`src/rtl/sdram_arb_pkg.sv`:
```
// Shared types and defaults for the two-master SDRAM port arbiter.
package sdram_arb_pkg;

   localparam int unsigned ADDR_W_DEF   = 22;
   localparam int unsigned DATA_W_DEF   = 16;
   localparam int unsigned MAX_PEND_DEF = 8;

   typedef logic mid_t;
   localparam mid_t M_CPU = 1'b0;
   localparam mid_t M_DMA = 1'b1;

   typedef enum logic {UNLOCKED = 1'b0, LOCKED = 1'b1} arb_state_t;

endpackage

```
`src/rtl/sdram_port_arbiter_if.sv`:
```
// Single-beat Avalon-MM link; master modport issues commands, slave modport answers them.
interface sdram_port_arbiter_if
   import sdram_arb_pkg::*;
#(
   parameter int unsigned ADDR_W = ADDR_W_DEF,
   parameter int unsigned DATA_W = DATA_W_DEF
);
   logic [ADDR_W-1:0]   address;
   logic                read;
   logic                write;
   logic [DATA_W-1:0]   writedata;
   logic [DATA_W/8-1:0] byteenable;
   logic                waitrequest;
   logic [DATA_W-1:0]   readdata;
   logic                readdatavalid;

   modport master (
      output address, read, write, writedata, byteenable,
      input  waitrequest, readdata, readdatavalid
   );

   modport slave (
      input  address, read, write, writedata, byteenable,
      output waitrequest, readdata, readdatavalid
   );
endinterface

```
`src/rtl/sdram_arb_tag_fifo.sv`:
```
// Depth x 1-bit tag FIFO recording which master owns each outstanding read.
module sdram_arb_tag_fifo
   import sdram_arb_pkg::*;
#(
   parameter int unsigned Depth = MAX_PEND_DEF
) (
   input  logic                     clk_i,
   input  logic                     rst_i,
   input  logic                     push_i,
   input  mid_t                     din_i,
   input  logic                     pop_i,
   output mid_t                     dout_o,
   output logic                     full_o,
   output logic                     empty_o,
   output logic [$clog2(Depth):0]   count_o
);
   localparam int unsigned PtrW = $clog2(Depth);
   localparam int unsigned CntW = PtrW + 1;

   logic [Depth-1:0] mem_q, mem_d;
   logic [PtrW-1:0]  wr_ptr_q, wr_ptr_d, rd_ptr_q, rd_ptr_d;
   logic [CntW-1:0]  count_q, count_d;
   logic             do_push, do_pop;

   always_ff @(posedge clk_i or posedge rst_i) begin
      if (rst_i) begin
         mem_q    <= '0;
         wr_ptr_q <= '0;
         rd_ptr_q <= '0;
         count_q  <= '0;
      end else begin
         mem_q    <= mem_d;
         wr_ptr_q <= wr_ptr_d;
         rd_ptr_q <= rd_ptr_d;
         count_q  <= count_d;
      end
   end

   // A same-cycle pop frees a slot, so a push into a full FIFO still lands.
   always_comb begin
      do_pop   = pop_i & (count_q != '0);
      do_push  = push_i & ((count_q != CntW'(Depth)) | do_pop);
      mem_d    = mem_q;
      wr_ptr_d = wr_ptr_q;
      rd_ptr_d = rd_ptr_q;
      count_d  = count_q;
      if (do_push) begin
         mem_d[wr_ptr_q] = din_i;
         wr_ptr_d        = wr_ptr_q + 1'b1;
      end
      if (do_pop) begin
         rd_ptr_d = rd_ptr_q + 1'b1;
      end
      case ({do_push, do_pop})
         2'b10:   count_d = count_q + 1'b1;
         2'b01:   count_d = count_q - 1'b1;
         default: count_d = count_q;
      endcase
   end

   assign dout_o  = mem_q[rd_ptr_q];
   assign full_o  = (count_q == CntW'(Depth));
   assign empty_o = (count_q == '0);
   assign count_o = count_q;

endmodule

```
`src/rtl/sdram_port_arbiter.sv`:
```
// Round-robin arbiter sharing one SDRAM Avalon-MM slave between CPU (m0) and DMA (m1) masters,
// with pipelined reads routed back to their owner through a tag FIFO.
module sdram_port_arbiter
   import sdram_arb_pkg::*;
#(
   parameter int unsigned ADDR_W   = ADDR_W_DEF,
   parameter int unsigned DATA_W   = DATA_W_DEF,
   parameter int unsigned MAX_PEND = MAX_PEND_DEF
) (
   input logic                  clk_clk,
   input logic                  reset_reset,
   sdram_port_arbiter_if.slave  m0,
   sdram_port_arbiter_if.slave  m1,
   sdram_port_arbiter_if.master s
);
   localparam int unsigned CntW = $clog2(MAX_PEND) + 1;

   arb_state_t          state_q, state_d;
   mid_t                gnt_id_q, gnt_id_d, rr_ptr_q, rr_ptr_d, gnt_id;
   logic                gnt_vld, gnt_rd, accept;
   logic                elig0, elig1, can_read;
   logic                fifo_push, fifo_pop, fifo_full, fifo_empty;
   mid_t                fifo_head;
   logic [CntW-1:0]     pend_cnt;
   logic [ADDR_W-1:0]   sel_addr;
   logic [DATA_W-1:0]   sel_wdata;
   logic [DATA_W/8-1:0] sel_be;
   logic                sel_rd, sel_wr;

   assign fifo_pop = s.readdatavalid & ~fifo_empty & ~reset_reset;
   assign can_read = ~fifo_full | fifo_pop;
   // read+write together counts as a read, so it needs a free tag slot
   assign elig0    = m0.read ? can_read : m0.write;
   assign elig1    = m1.read ? can_read : m1.write;

   always_ff @(posedge clk_clk or posedge reset_reset) begin
      if (reset_reset) begin
         state_q  <= UNLOCKED;
         gnt_id_q <= M_CPU;
         rr_ptr_q <= M_CPU;
      end else begin
         state_q  <= state_d;
         gnt_id_q <= gnt_id_d;
         rr_ptr_q <= rr_ptr_d;
      end
   end

   always_comb begin
      state_d  = state_q;
      gnt_id_d = gnt_id_q;
      rr_ptr_d = rr_ptr_q;
      gnt_id   = gnt_id_q;
      gnt_vld  = 1'b0;
      unique case (state_q)
         UNLOCKED: begin
            gnt_vld = elig0 | elig1;
            if (elig0 && elig1) gnt_id = rr_ptr_q;
            else if (elig1)     gnt_id = M_DMA;
            else                gnt_id = M_CPU;
            if (gnt_vld && s.waitrequest) begin
               state_d  = LOCKED;
               gnt_id_d = gnt_id;
            end
         end
         LOCKED: begin
            // A locked master that drops its request releases the lock.
            gnt_vld = (gnt_id_q == M_DMA) ? (m1.read | m1.write) : (m0.read | m0.write);
            if (!gnt_vld || !s.waitrequest) state_d = UNLOCKED;
         end
         default: state_d = UNLOCKED;
      endcase
      accept = gnt_vld & ~s.waitrequest & ~reset_reset;
      if (accept) rr_ptr_d = ~gnt_id;
   end

   assign gnt_rd    = (gnt_id == M_DMA) ? m1.read : m0.read;
   assign fifo_push = accept & gnt_rd;

   always_comb begin
      sel_addr  = '0;
      sel_wdata = '0;
      sel_be    = '0;
      sel_rd    = 1'b0;
      sel_wr    = 1'b0;
      if (gnt_vld && !reset_reset) begin
         if (gnt_id == M_DMA) begin
            sel_addr  = m1.address;
            sel_wdata = m1.writedata;
            sel_be    = m1.byteenable;
            sel_rd    = m1.read;
            sel_wr    = m1.write & ~m1.read;
         end else begin
            sel_addr  = m0.address;
            sel_wdata = m0.writedata;
            sel_be    = m0.byteenable;
            sel_rd    = m0.read;
            sel_wr    = m0.write & ~m0.read;
         end
      end
      s.address        = sel_addr;
      s.writedata      = sel_wdata;
      s.byteenable     = sel_be;
      s.read           = sel_rd;
      s.write          = sel_wr;
      m0.waitrequest   = ~(accept && gnt_id == M_CPU);
      m1.waitrequest   = ~(accept && gnt_id == M_DMA);
      m0.readdatavalid = fifo_pop & (fifo_head == M_CPU);
      m1.readdatavalid = fifo_pop & (fifo_head == M_DMA);
      m0.readdata      = m0.readdatavalid ? s.readdata : '0;
      m1.readdata      = m1.readdatavalid ? s.readdata : '0;
   end

   sdram_arb_tag_fifo #(
      .Depth (MAX_PEND)
   ) u_fifo (
      .clk_i   (clk_clk),
      .rst_i   (reset_reset),
      .push_i  (fifo_push),
      .din_i   (gnt_id),
      .pop_i   (fifo_pop),
      .dout_o  (fifo_head),
      .full_o  (fifo_full),
      .empty_o (fifo_empty),
      .count_o (pend_cnt)
   );

`ifndef SYNTHESIS
   assert property (@(posedge clk_clk) disable iff (reset_reset)
      !(s.readdatavalid && fifo_empty))
      else $error("readdatavalid with no outstanding read");
   assert property (@(posedge clk_clk) disable iff (reset_reset)
      pend_cnt <= CntW'(MAX_PEND))
      else $error("pending read count overflow");
`endif

endmodule

```
`src/flat_wrapper.sv`:
```
// flat-port wrapper written by rule: the top's interface ports become plain ports
module sdram_port_arbiter_flat import sdram_arb_pkg::*;
#(
   parameter int unsigned ADDR_W   = ADDR_W_DEF,
   parameter int unsigned DATA_W   = DATA_W_DEF,
   parameter int unsigned MAX_PEND = MAX_PEND_DEF
)
  (clk_clk, reset_reset, m0_address, m0_read, m0_write, m0_writedata, m0_byteenable, m0_waitrequest, m0_readdata, m0_readdatavalid, m1_address, m1_read, m1_write, m1_writedata, m1_byteenable, m1_waitrequest, m1_readdata, m1_readdatavalid, s_address, s_read, s_write, s_writedata, s_byteenable, s_waitrequest, s_readdata, s_readdatavalid);
  sdram_port_arbiter_if #(.ADDR_W(ADDR_W), .DATA_W(DATA_W)) m0_i ();
  sdram_port_arbiter_if #(.ADDR_W(ADDR_W), .DATA_W(DATA_W)) m1_i ();
  sdram_port_arbiter_if #(.ADDR_W(ADDR_W), .DATA_W(DATA_W)) s_i ();
  input logic clk_clk;
  input logic reset_reset;
  input wire logic [$bits(m0_i.address)-1:0] m0_address;
  input wire logic [$bits(m0_i.read)-1:0] m0_read;
  input wire logic [$bits(m0_i.write)-1:0] m0_write;
  input wire logic [$bits(m0_i.writedata)-1:0] m0_writedata;
  input wire logic [$bits(m0_i.byteenable)-1:0] m0_byteenable;
  output wire logic [$bits(m0_i.waitrequest)-1:0] m0_waitrequest;
  output wire logic [$bits(m0_i.readdata)-1:0] m0_readdata;
  output wire logic [$bits(m0_i.readdatavalid)-1:0] m0_readdatavalid;
  input wire logic [$bits(m1_i.address)-1:0] m1_address;
  input wire logic [$bits(m1_i.read)-1:0] m1_read;
  input wire logic [$bits(m1_i.write)-1:0] m1_write;
  input wire logic [$bits(m1_i.writedata)-1:0] m1_writedata;
  input wire logic [$bits(m1_i.byteenable)-1:0] m1_byteenable;
  output wire logic [$bits(m1_i.waitrequest)-1:0] m1_waitrequest;
  output wire logic [$bits(m1_i.readdata)-1:0] m1_readdata;
  output wire logic [$bits(m1_i.readdatavalid)-1:0] m1_readdatavalid;
  output wire logic [$bits(s_i.address)-1:0] s_address;
  output wire logic [$bits(s_i.read)-1:0] s_read;
  output wire logic [$bits(s_i.write)-1:0] s_write;
  output wire logic [$bits(s_i.writedata)-1:0] s_writedata;
  output wire logic [$bits(s_i.byteenable)-1:0] s_byteenable;
  input wire logic [$bits(s_i.waitrequest)-1:0] s_waitrequest;
  input wire logic [$bits(s_i.readdata)-1:0] s_readdata;
  input wire logic [$bits(s_i.readdatavalid)-1:0] s_readdatavalid;
  assign m0_i.address = m0_address;
  assign m0_i.read = m0_read;
  assign m0_i.write = m0_write;
  assign m0_i.writedata = m0_writedata;
  assign m0_i.byteenable = m0_byteenable;
  assign m0_waitrequest = m0_i.waitrequest;
  assign m0_readdata = m0_i.readdata;
  assign m0_readdatavalid = m0_i.readdatavalid;
  assign m1_i.address = m1_address;
  assign m1_i.read = m1_read;
  assign m1_i.write = m1_write;
  assign m1_i.writedata = m1_writedata;
  assign m1_i.byteenable = m1_byteenable;
  assign m1_waitrequest = m1_i.waitrequest;
  assign m1_readdata = m1_i.readdata;
  assign m1_readdatavalid = m1_i.readdatavalid;
  assign s_address = s_i.address;
  assign s_read = s_i.read;
  assign s_write = s_i.write;
  assign s_writedata = s_i.writedata;
  assign s_byteenable = s_i.byteenable;
  assign s_i.waitrequest = s_waitrequest;
  assign s_i.readdata = s_readdata;
  assign s_i.readdatavalid = s_readdatavalid;
  sdram_port_arbiter #(.ADDR_W(ADDR_W), .DATA_W(DATA_W), .MAX_PEND(MAX_PEND)) u_core (.clk_clk(clk_clk), .reset_reset(reset_reset), .m0(m0_i), .m1(m1_i), .s(s_i));
endmodule
```
`config.mk`:
```
export PLATFORM = sky130hd
export DESIGN_NAME = sdram_port_arbiter_flat
export DESIGN_NICKNAME = d
export VERILOG_FILES = /design/src/rtl/sdram_arb_pkg.sv /design/src/rtl/sdram_port_arbiter_if.sv /design/src/rtl/sdram_arb_tag_fifo.sv /design/src/rtl/sdram_port_arbiter.sv /design/src/flat_wrapper.sv
export SDC_FILE = /design/constraint.sdc
export NUM_CORES = 1
export LEC_CHECK = 0
export CAP_MARGIN = 20
export CORE_MARGIN = 3
export CORE_UTILIZATION = 42
export CTS_CLUSTER_SIZE = 40
export DETAILED_ROUTE_END_ITERATION = 10
export HOLD_SLACK_MARGIN = 0.12
export PLACE_DENSITY = 0.95
export SLEW_MARGIN = 20
export SYNTH_ARGS = -nofsm -noshare
export SYNTH_HDL_FRONTEND = slang
export SYNTH_HIERARCHICAL = 1
export SYNTH_SLANG_ARGS = --single-unit
```
`constraint.sdc`:
```
create_clock -name clk_clk -period 11.61 [get_ports clk_clk]
set_input_delay 1.7415 -clock clk_clk [delete_from_list [all_inputs] [get_ports clk_clk]]
set_output_delay 1.7415 -clock clk_clk [all_outputs]
set_load 0.1 [all_outputs]
```
==> flow_summary.json <==
{
  "slew_violations": 0,
  "irDropWorstVdd_mv": 0.1242,
  "clockPowerShare": 0.044,
  "report.final.hold_viol_count": 0,
  "drtIter0Drc": 283,
  "num_rows": 30,
  "firstDrtPassIters": 5,
  "synth.avg_cell_area_um2": 8.448,
  "die_w_um": 92.39,
  "nets": 628,
  "h-tree-depth": 1,
  "num_antenna_cells": 0,
  "worst_slack_ns": 4.356,
  "ant_nets": 0,
  "fin_tns_setup_ns": 0,
  "ys_seq_elements": 21,
  "wire_per_inst_um": 20.54,
  "p_switching_mw": 0.6785,
  "grt_pass1_wl_um": 19990,
  "synth_top_flop_cell": "dfrtp_1",
  "critPathKind": "in2out",
  "stdcell_area_um2": 4956,
  "rsz0062_at_grt": "no",
  "synth_fp_nets": 481,
  "cp_common_cell": "clkdlybuf4s50_1",
  "drive_gt1_frac": 0.1335,
  "place_congestion": 0.8554,
  "p_seq_frac": 0.158,
  "skew_ns": 0.002911,
  "status": "finished, final reports clean",
  "groute.usage.overall": 0.2803,
  "worstPathCellList": "clkdlybuf4s50_1, or3b_1, inv_2, o21ai_2, buf_4, a32oi_1, a21oi_1, clkdlybuf4s50_1",
  "placed_cells": 609,
  "routed_wl_um": 12590,
  "area_delta_synth_final_pct": 58.12,
  "p_per_area_nw_per_um2": 218.7,
  "cts_tree": "done",
  "ys_types": 57,
  "min_period_ns": 7.254,
  "postCtsHoldBufs": 0,
  "io_pins": 182,
  "io_buffer_count": 181,
  "cts.clk_slew.worst_paths_ns": 0.08,
  "viasPerCell": 6.427,
  "power_frac_comb": 0.797,
  "grt_pass1_vias": 3975,
  "slowest_stage": "clkdlybuf4s50_1",
  "required_ns": 9.87,
  "cts-root-buf": "clkbuf_8",
  "initial_utilization": 0.4465,
  "worstSetupStartpointType": "primary input",
  "drc": 0,
  "min_path_type": "reg2reg",
  "numCtsBuffers": 3,
  "syn_inst": 371,
  "clock_insertion_delay_worst_skew_ns": 0.26,
  "cts_num_sinks": 21,
  "cts_buffer_depth": 2,
  "ys_warn_count": 6,
  "cap_violations": 0,
  "synth_sequential_area_ratio": 0.1677,
  "die_area_um2": 8535,
  "async_reset_ff_frac": 1.000,
  "utilization": 0.7061,
  "crit_path_max_incr_delay_ns": 1.16,
  "fin_crit_sh": 0.6248,
  "grt_overflow": 0,
  "worstMarginPinSlew_ns": 1.043,
  "max_freq_ghz": 0.1379,
  "critPathArrivalTime_ns": 5.51,
  "sw_frac_of_total": 0.6259,
  "relSlewSlack": 0.3023,
  "num_vias": 3940,
  "dpl_cell_area_um2": 4910,
  "grt_max_degree": 49,
  "leakagePower_nw": 1.761,
  "endpoint_kind": "primary output",
  "setup_viol": 0,
  "layout.cells.non_filler": 613,
  "p_int_mw": 0.4055,
  "dieHeight_um": 92.39,
  "antenna_found_initial": 0,
  "cts_setup_buffers": 0,
  "synth-edff-count": 0,
  "cp_max_fo": 31,
  "core-area_um2": 7019,
  "ctsResizeCount": 0,
  "fillers": 535,
  "synth_area_um2": 3134,
  "dp_hpwl_um": 9095,
  "place_ws_ns": 4.420
}
[metrics by stage]
stage / hold slack, ns / total power, mW
3_3_place_gp: 0.4727 / 1.003
4_1_cts: 0.5005 / 1.078
6_report: 0.5026 / 1.084
3_5_place_dp: 0.4861 / 1.027
2_1_floorplan: 0.4533 / 0.8218
5_1_grt: 0.5205 / 1.135
[cell type report]
type | instances | area [µm²] | share of cell area
Timing Repair Buffer | 186 | 1849 | 0.3731
Tap cell | 96 | 120.1 | 0.02424
Inverter | 13 | 50.05 | 0.01010
Clock buffer | 3 | 41.29 | 0.008331
Multi-Input combinational cell | 293 | 2364 | 0.4769
Clock inverter | 1 | 5.005 | 0.001010
Sequential cell | 21 | 526.8 | 0.1063
[registers in the layout, summed over array words and instances, names as in the netlist]
| name | cells |
|---|---|
| u_core/gnt_id_q | 1 |
| u_core/u_fifo/rd_ptr_q | 3 |
| u_core/u_fifo/count_o | 4 |
| u_core/u_fifo/mem_q | 8 |
| u_core/u_fifo/wr_ptr_q | 3 |
| u_core/rr_ptr_q | 1 |
| u_core/state_q | 1 |
[synth_stat cells (2+ instances only)]
master,number,area share
inv_1,11,0.013
nor2b_1,4,0.0080
nor3b_1,4,0.0096
o21ai_2,2,0.0056
a32oi_1,40,0.11
a21oi_1,44,0.070
clkbuf_1,35,0.042
mux4_2,2,0.014
nand2_1,10,0.012
nor2_1,4,0.0048
mux2_1,5,0.018
o211ai_1,45,0.11
o2111ai_1,5,0.014
dfrtp_1,21,0.17
o21ai_0,2,0.0032
buf_2,3,0.0048
and3_1,16,0.032
nor3_1,3,0.0048
xnor2_1,5,0.014
and2_1,17,0.034
mux2_2,47,0.17
nand3_1,3,0.0048
buf_6,5,0.018
ha_1,5,0.020
[routing by layer]
metal  track usage  up-vias  share of wire
met4       0.09282        0          0.023
met2        0.4876      249           0.50
met5             0        -              0
li1              -     1785              -
met3       0.06742       25           0.11
met1        0.3372     1881           0.38
[layout by cell type, fill, tap and decap left out, drive strengths merged, types with 5 or more instances in the layout]
master / Yosys / final
and3: 16 / 16
o211ai: 45 / 45
ha: 5 / 5
dfrtp: 21 / 21
xnor2: 5 / 5
clkdlybuf4s50: 0 / 181
nand2: 10 / 10
a32oi: 40 / 40
a21oi: 44 / 44
inv: 12 / 12
mux2: 52 / 52
o21ai: 5 / 5
o2111ai: 5 / 5
and2: 17 / 17
buf: 9 / 5
[power by group through the flow]
stage               Clock [mW]  Combinational [mW]  Sequential, mW
finish                  0.0480               0.864           0.172
global route            0.0531               0.903           0.179
CTS                     0.0491               0.859           0.170
detailed placement           0               0.856           0.171
global placement             0               0.834           0.169
floorplan                    0               0.688           0.134
[worst paths after layout]
check	from	to	slack (ns)	depth (start not counted)
worst max-delay path	reset_reset	s_byteenable[0]	4.36	8
worst min-delay path	u_core/u_fifo/mem_q[5]	u_core/u_fifo/mem_q[5]	0.50	1
worst max register to register	u_core/u_fifo/count_o[0]	u_core/u_fifo/count_o[3]	6.37	11
worst min register to register	u_core/u_fifo/mem_q[5]	u_core/u_fifo/mem_q[5]	0.50	1
max in group asynchronous	reset_reset	u_core/u_fifo/count_o[0]	9.20	2
min in group asynchronous	reset_reset	u_core/rr_ptr_q	1.78	2
[cells by family (layout without fill, tap and decap cells)]
kind of cell               count (synthesis)  after routing  share of synthesized area
and+or+nand+nor                           69             69                     0.1313
adders and majority gates                  6              6                    0.02635
muxes                                     55             55                     0.2044
buffers and inverters                     57            203                    0.08143
AOI/OAI and AO/OA                        157            157                     0.3721
xor gates and xnor gates                   6              6                    0.01677
DFF                                       21             21                     0.1677
[critical path: cells and delay by family]
kind / cells / cell delay, ns
buffers and inverters: 4 / 2.40
AO/OA/AOI/OAI: 3 / 1.04
AND/OR/NAND/NOR: 1 / 0.31
Note: power is estimated with default switching activity, not from simulation.
